$ cat config.mk
export PLATFORM = sky130hd
export DESIGN_NAME = uart_reg_responder
export DESIGN_NICKNAME = d
export VERILOG_FILES = /design/src/rtl/uart_resp_pkg.sv /design/src/rtl/uart_resp_regfile.sv /design/src/rtl/uart_reg_responder.sv
export SDC_FILE = /design/constraint.sdc
export NUM_CORES = 1
export LEC_CHECK = 0
export ABC_AREA = 1
export CORE_MARGIN = 2
export CORE_UTILIZATION = 56
export DETAILED_ROUTE_END_ITERATION = 8
export GPL_TIMING_DRIVEN = 0
export PLACE_DENSITY = 0.77
export SYNTH_ARGS = -nofsm -noshare
export SYNTH_HDL_FRONTEND = slang
export SYNTH_HIERARCHICAL = 1
export SYNTH_SLANG_ARGS = --single-unit
$ cat constraint.sdc
create_clock -name clk -period 4.5 [get_ports clk]
set_input_delay 1.35 -clock clk [delete_from_list [all_inputs] [get_ports clk]]
set_output_delay 1.35 -clock clk [all_outputs]
set_load 0.02 [all_outputs]
$ cat src/rtl/uart_resp_pkg.sv
// Shared types and byte constants for the UART register responder.
// Holds the FSM state encoding and the ASCII command/reply set.
package uart_resp_pkg;

  localparam int unsigned BYTE_W = 8;

  localparam logic [2:0] ST_IDLE      = 3'd0;
  localparam logic [2:0] ST_GET_ADDR  = 3'd1;
  localparam logic [2:0] ST_GET_DATA  = 3'd2;
  localparam logic [2:0] ST_SEND      = 3'd3;
  localparam logic [2:0] ST_WAIT_DONE = 3'd4;

  typedef enum logic [2:0] {
    IDLE      = ST_IDLE,
    GET_ADDR  = ST_GET_ADDR,
    GET_DATA  = ST_GET_DATA,
    SEND      = ST_SEND,
    WAIT_DONE = ST_WAIT_DONE
  } state_e;

  localparam logic [BYTE_W-1:0] CMD_W   = 8'h57;
  localparam logic [BYTE_W-1:0] CMD_R   = 8'h52;
  localparam logic [BYTE_W-1:0] RSP_K   = 8'h4B;
  localparam logic [BYTE_W-1:0] RSP_ERR = 8'h3F;

  // True when no bit at or above position abits is set in the address byte.
  function automatic logic addr_in_range(input logic [BYTE_W-1:0] b,
                                         input int unsigned abits);
    return (b >> abits) == '0;
  endfunction

endpackage

$ cat src/rtl/uart_resp_regfile.sv
// Register file for the responder: async-reset array, one synchronous write
// port and two combinational read ports (command path and debug).
module uart_resp_regfile
  import uart_resp_pkg::*;
#(
  parameter int unsigned ADDR_BIT = 4,
  parameter int unsigned DW       = BYTE_W
) (
  input  logic                clk,
  input  logic                rst_i,
  input  logic                we_i,
  input  logic [ADDR_BIT-1:0] waddr_i,
  input  logic [DW-1:0]       wdata_i,
  input  logic [ADDR_BIT-1:0] raddr_a_i,
  output logic [DW-1:0]       rdata_a_o,
  input  logic [ADDR_BIT-1:0] raddr_b_i,
  output logic [DW-1:0]       rdata_b_o
);

  localparam int unsigned DEPTH = 1 << ADDR_BIT;

  logic [DW-1:0] mem_q [DEPTH];

  always_ff @(posedge clk or posedge rst_i) begin
    if (rst_i) begin
      for (int unsigned i = 0; i < DEPTH; i++) begin
        mem_q[i] <= '0;
      end
    end else if (we_i) begin
      mem_q[waddr_i] <= wdata_i;
    end
  end

  assign rdata_a_o = mem_q[raddr_a_i];
  assign rdata_b_o = mem_q[raddr_b_i];

endmodule

$ cat src/rtl/uart_reg_responder.sv
// Device-side command responder: parses 'W'/'R' host commands from uart_rx,
// accesses the register file and returns one reply byte through uart_tx.
module uart_reg_responder
  import uart_resp_pkg::*;
#(
  parameter int unsigned DBIT     = 8,
  parameter int unsigned ADDR_BIT = 4,
  parameter int unsigned TIMEOUT  = 1_000_000,
  parameter int unsigned TO_BIT   = 20
) (
  input  logic                clk,
  input  logic                reset,
  input  logic                rx_done,
  input  logic [DBIT-1:0]     rx_data,
  input  logic                tx_done,
  output logic                tx_start,
  output logic [DBIT-1:0]     tx_data,
  input  logic [ADDR_BIT-1:0] dbg_addr,
  output logic [DBIT-1:0]     dbg_data,
  output logic                overrun
);

  state_e              state_q;
  logic [DBIT-1:0]     cmd_q;
  logic [ADDR_BIT-1:0] addr_q;
  logic [TO_BIT-1:0]   to_cnt_q;
  logic                tx_start_q;
  logic [DBIT-1:0]     tx_data_q;
  logic                overrun_q;

  logic [ADDR_BIT-1:0] rx_addr;
  logic                addr_ok;
  logic                wr_en;
  logic                timeout_hit;
  logic                busy;
  logic [DBIT-1:0]     rd_data;

  assign rx_addr     = rx_data[ADDR_BIT-1:0];
  assign addr_ok     = addr_in_range(BYTE_W'(rx_data), ADDR_BIT);
  assign wr_en       = (state_q == GET_DATA) && rx_done;
  assign timeout_hit = (to_cnt_q == TO_BIT'(TIMEOUT - 1));
  assign busy        = (state_q == SEND) || (state_q == WAIT_DONE);

  uart_resp_regfile #(
    .ADDR_BIT (ADDR_BIT),
    .DW       (DBIT)
  ) u_regfile (
    .clk       (clk),
    .rst_i     (reset),
    .we_i      (wr_en),
    .waddr_i   (addr_q),
    .wdata_i   (rx_data),
    .raddr_a_i (rx_addr),
    .rdata_a_o (rd_data),
    .raddr_b_i (dbg_addr),
    .rdata_b_o (dbg_data)
  );

  // Command FSM; rx_done takes priority over a same-cycle timeout expiry.
  always_ff @(posedge clk or posedge reset) begin
    if (reset) begin
      state_q    <= IDLE;
      cmd_q      <= '0;
      addr_q     <= '0;
      to_cnt_q   <= '0;
      tx_start_q <= 1'b0;
      tx_data_q  <= '0;
      overrun_q  <= 1'b0;
    end else begin
      tx_start_q <= 1'b0;
      if (rx_done && busy) begin
        overrun_q <= 1'b1;
      end
      case (state_q)
        IDLE: begin
          to_cnt_q <= '0;
          if (rx_done) begin
            cmd_q <= rx_data;
            if (rx_data == DBIT'(CMD_W) || rx_data == DBIT'(CMD_R)) begin
              state_q <= GET_ADDR;
            end else begin
              tx_data_q <= DBIT'(RSP_ERR);
              state_q   <= SEND;
            end
          end
        end
        GET_ADDR: begin
          if (rx_done) begin
            to_cnt_q <= '0;
            addr_q   <= rx_addr;
            if (!addr_ok) begin
              tx_data_q <= DBIT'(RSP_ERR);
              state_q   <= SEND;
            end else if (cmd_q == DBIT'(CMD_R)) begin
              tx_data_q <= rd_data;
              state_q   <= SEND;
            end else begin
              state_q <= GET_DATA;
            end
          end else if (timeout_hit) begin
            state_q <= IDLE;
          end else begin
            to_cnt_q <= to_cnt_q + TO_BIT'(1);
          end
        end
        GET_DATA: begin
          if (rx_done) begin
            to_cnt_q  <= '0;
            tx_data_q <= DBIT'(RSP_K);
            state_q   <= SEND;
          end else if (timeout_hit) begin
            state_q <= IDLE;
          end else begin
            to_cnt_q <= to_cnt_q + TO_BIT'(1);
          end
        end
        SEND: begin
          tx_start_q <= 1'b1;
          state_q    <= WAIT_DONE;
        end
        WAIT_DONE: begin
          if (tx_done) begin
            state_q <= IDLE;
          end
        end
        default: begin
          state_q <= IDLE;
        end
      endcase
    end
  end

  assign tx_start = tx_start_q;
  assign tx_data  = tx_data_q;
  assign overrun  = overrun_q;

endmodule

==> results.md <==
Run status:
- The run finished with clean final reports.

Clock tree:
- The clock transition at the registers of the reported paths is 70 ps.
- The clock sink total is 173.
- The total CTS buffers is 17.
- The H-tree was split into 4 levels.
- The root buffer cell chosen for the clock tree is clkbuf_16.
- The number of buffers on the longest clock path is 2.
- The clock tree from TritonCTS is yes.
- The hold buffer count at CTS is 0.
- Clock latency on the worst-skew pair, taken at its later pin, is 430 ps.

Power and ir drop:
- The design draws 5.91 mW.
- Of the total power, registers draw 0.391.
- The share of power burned in combinational logic is 0.360.
- Of the total power, the share spent switching nets is 0.402.
- The internal cell power is 3.53 mW.
- The static leakage power is 5.64 nW.
- Power spread over the standard cell area amounts to 514 nW/um^2.
- Of the total power, the clock network draws 0.249.
- The net switching power is 2.38 mW.
- The peak supply drop is 0.475 mV.

Final layout:
- The final antenna diode count is 0.
- The ratio of cells with drive above 1 in the final layout is 0.0819.
- The area growth from synthesis to layout is 13.1%.
- The filler cells instantiated in the layout total 1651.
- The final cell area excluding filler cells is 11500 sq um.
- At the end of the flow the core is filled with cells to 0.642.
- The net count of the finished layout is 1555.
- The count of non-filler cells in the finished layout is 1780.

Timing:
- In the finished design, the share of the clock period the worst path needs comes to 0.995.
- The headroom to the max-slew limit is 0.419.
- At the pin with the least slew margin, the transition time is 872 ps.
- Setup repair after global routing left no endpoint under its margin.
- The final count of pins violating max slew is 0.
- The final worst clock skew is 7.43 ps.
- The number of setup violations in the final report is 0.
- The worst hold margin is 478 ps.
- The number of failing hold endpoints at the final stage is 0.
- Setup slack on the critical path of the routed design comes to 21.8 ps.
- Based on the critical path, the design can be clocked at up to 0.223 GHz.
- The routed design could run at a clock period as short as 4480 ps.
- Adding up every negative setup slack in the final design gives 0 ps.

Global route:
- After global routing the overflow that remains totals 0.
- The overall global routing resource usage is 0.378.
- The number of global-route vias before repair is 9746.
- The maximum number of pins on one net before global-route repair is 44.
- The number of antenna violations at the first check in global routing is 0.
- The first global-routing pass estimated 56.0 mm of wire.

Placement:
- The wire-length estimate of the detail-placed layout is 26.6 mm.
- Timing analysis after detailed placement gives a worst setup slack of -557 ps.
- Routability-driven placement finished with a final weighted congestion of 0.975.
- Input and output buffers added on the ports amount to 30.
- The instance area at placement is 10800 sq um.
- The total placed cells including tap cells is 1747.

Routing:
- The vias after detailed routing is 10300.
- The DRC violation count after routing is 0.
- The remaining antenna violation count after routing is 0.
- The wire length after detailed routing is 35.9 mm.
- In the routed layout, each cell is associated on average with a via count of 5.78.
- The first routing iteration left 1138 violations.
- The number of search-and-repair iterations in the first detailed-routing pass is 6.
- The mean routed wirelength per cell is 20.2 um.

Critical path:
- The data arrival time at the worst-slack endpoint is 3130 ps.
- The worst setup path is launched from a primary input.
- The worst setup path is captured at an output pin.
- The critical path required time is 3150 ps.
- The worst-path maximum fanout is 10.
- The setup path with the least slack is of type in2out.

Die:
- The I/O pin total is 34.
- The initial utilization of the core area, before any placement, comes to 0.568.
- The area inside the core boundary is 17900 sq um.
- The total die area is 19200 sq um.
- The chip width is 139 um.
- The initialized floorplan defines 49 standard-cell rows.
- The vertical die dimension is 139 um.

Synthesis:
- The leading register cell type out of synthesis is dfrtp_1.
- The post-synth design cell area is 10200 sq um.
- The commonest cells after synthesis are nand2_1 (526), nand3_1 (253), inv_1 (181).
- For this run, the number of Yosys warnings is 6.
- Ranked by total cell area, the synthesized netlist is headed by dfrtp_1 (43%), nand2_1 (19%), nand3_1 (12%).
- The share of flip-flops with an asynchronous set or reset is 1.00.
- The number of nets handed over by synthesis was 1501.
- dfrtp_1 takes more of the synthesized area than any other cell.
- The library cell with the highest instance count after synthesis is nand2_1.
- The netlist uses 32 different library cells.
- The synthesis-stage register bit count is 173.
- Of the post-synthesis cell area, the dominant cell type holds 0.426.
- The count of flip-flops with a built-in enable after synthesis is 0.
- Counting every instance in the synthesized netlist gives 1484.
- Of the synthesized area, sequential elements account for 0.426.
- A synthesized cell averages 6.85 sq um.

Job:
- Max-cap violations in this run came to 0.

Hold path:
- The path type of the worst min-delay path is reg2reg.
logic make-up (layout without fill, tap and decap cells):
kind of cell | Yosys count | after routing | share of synthesized area
simple gates | 864 | 864 | 0.365
buf+inv | 268 | 335 | 0.113
flops | 173 | 173 | 0.426
compound gates | 170 | 170 | 0.0876
xor+xnor | 6 | 6 | 0.00517
mux | 2 | 2 | 0.00222
fa+ha+maj | 1 | 1 | 0.00123
power groups by stage:
| stage | clock, mW | sequential [mW] | combinational [mW] |
|---|---|---|---|
| detailed placement | 0 | 2.33 | 2.08 |
| global placement | 0 | 2.31 | 2.02 |
| global route | 1.55 | 2.36 | 2.36 |
| floorplan | 0 | 2.29 | 1.42 |
| CTS | 1.49 | 2.30 | 2.08 |
| finish | 1.47 | 2.31 | 2.13 |
worst paths after layout:
check,startpoint,to,slack [ps],cells after the start
max reg2reg,state_q[2],u_regfile/mem_q[35],2260,10
max,dbg_addr[0],dbg_data[6],20,9
max in group asynchronous,reset,u_regfile/mem_q[127],2420,4
min in group asynchronous,reset,to_cnt_q[8],1240,2
min reg2reg,overrun,overrun,480,1
min,overrun,overrun,480,1
layer usage:
| metal | GRT usage | share of wire | vias up |
|---|---|---|---|
| li1 | - | - | 4809 |
| met1 | 0.511 | 0.41 | 4865 |
| met5 | 0 | 0 | - |
| met4 | 0.142 | 0.037 | 0 |
| met3 | 0.0663 | 0.084 | 98 |
| met2 | 0.616 | 0.46 | 511 |
flip-flops by register name (all words and copies together), names as in the netlist:
register / count
tx_data: 8
state_q: 3
addr_q: 4
to_cnt_q: 20
u_regfile/mem_q: 128
tx_start: 1
cmd_q: 8
overrun: 1
cell type report:
type	instances	area [sq um]	share of cell area
buffer	81	518	0.0451
clock buffer	20	457	0.0397
clock inverter	12	129	0.0112
inverter	187	708	0.0616
multi-input combinational	1043	4690	0.408
sequential	173	4330	0.377
tap	229	287	0.0249
timing repair buffer	35	377	0.0328
timing repair:
action                                  CTS  global route
buffers inserted                          0             1
endpoints found under the setup margin    8             8
resized for setup                        32            18
cells in the final DEF, fill, tap and decap left out, drive strengths merged:
cell type | Yosys | layout
nor2 | 53 | 53
nand3 | 257 | 257
o21a | 1 | 1
o21ai | 163 | 163
bufinv | 0 | 1
o21bai | 1 | 1
inv | 187 | 191
clkbuf | 37 | 54
clkdlybuf4s15 | 0 | 2
buf | 44 | 53
clkinv | 0 | 4
nor3 | 6 | 6
dlygate4sd2 | 0 | 5
xor2 | 5 | 5
and3 | 1 | 1
nand4 | 12 | 12
a21oi | 4 | 4
nand3b | 1 | 1
a31o | 1 | 1
nand2 | 534 | 534
clkinvlp | 0 | 3
dfrtp | 173 | 173
xnor2 | 1 | 1
clkdlybuf4s50 | 0 | 22
ha | 1 | 1
mux2 | 2 | 2
worst max-delay path, cell delays in order:
cell	delay (ps)
clkdlybuf4s50_1	540
buf_6	170
buf_6	180
nand2_1	70
nand3_1	90
nand3_1	150
nand3_1	150
nand2_1	90
dlygate4sd2_1	320
No activity file was read; power rests on OpenSTA's default activity.
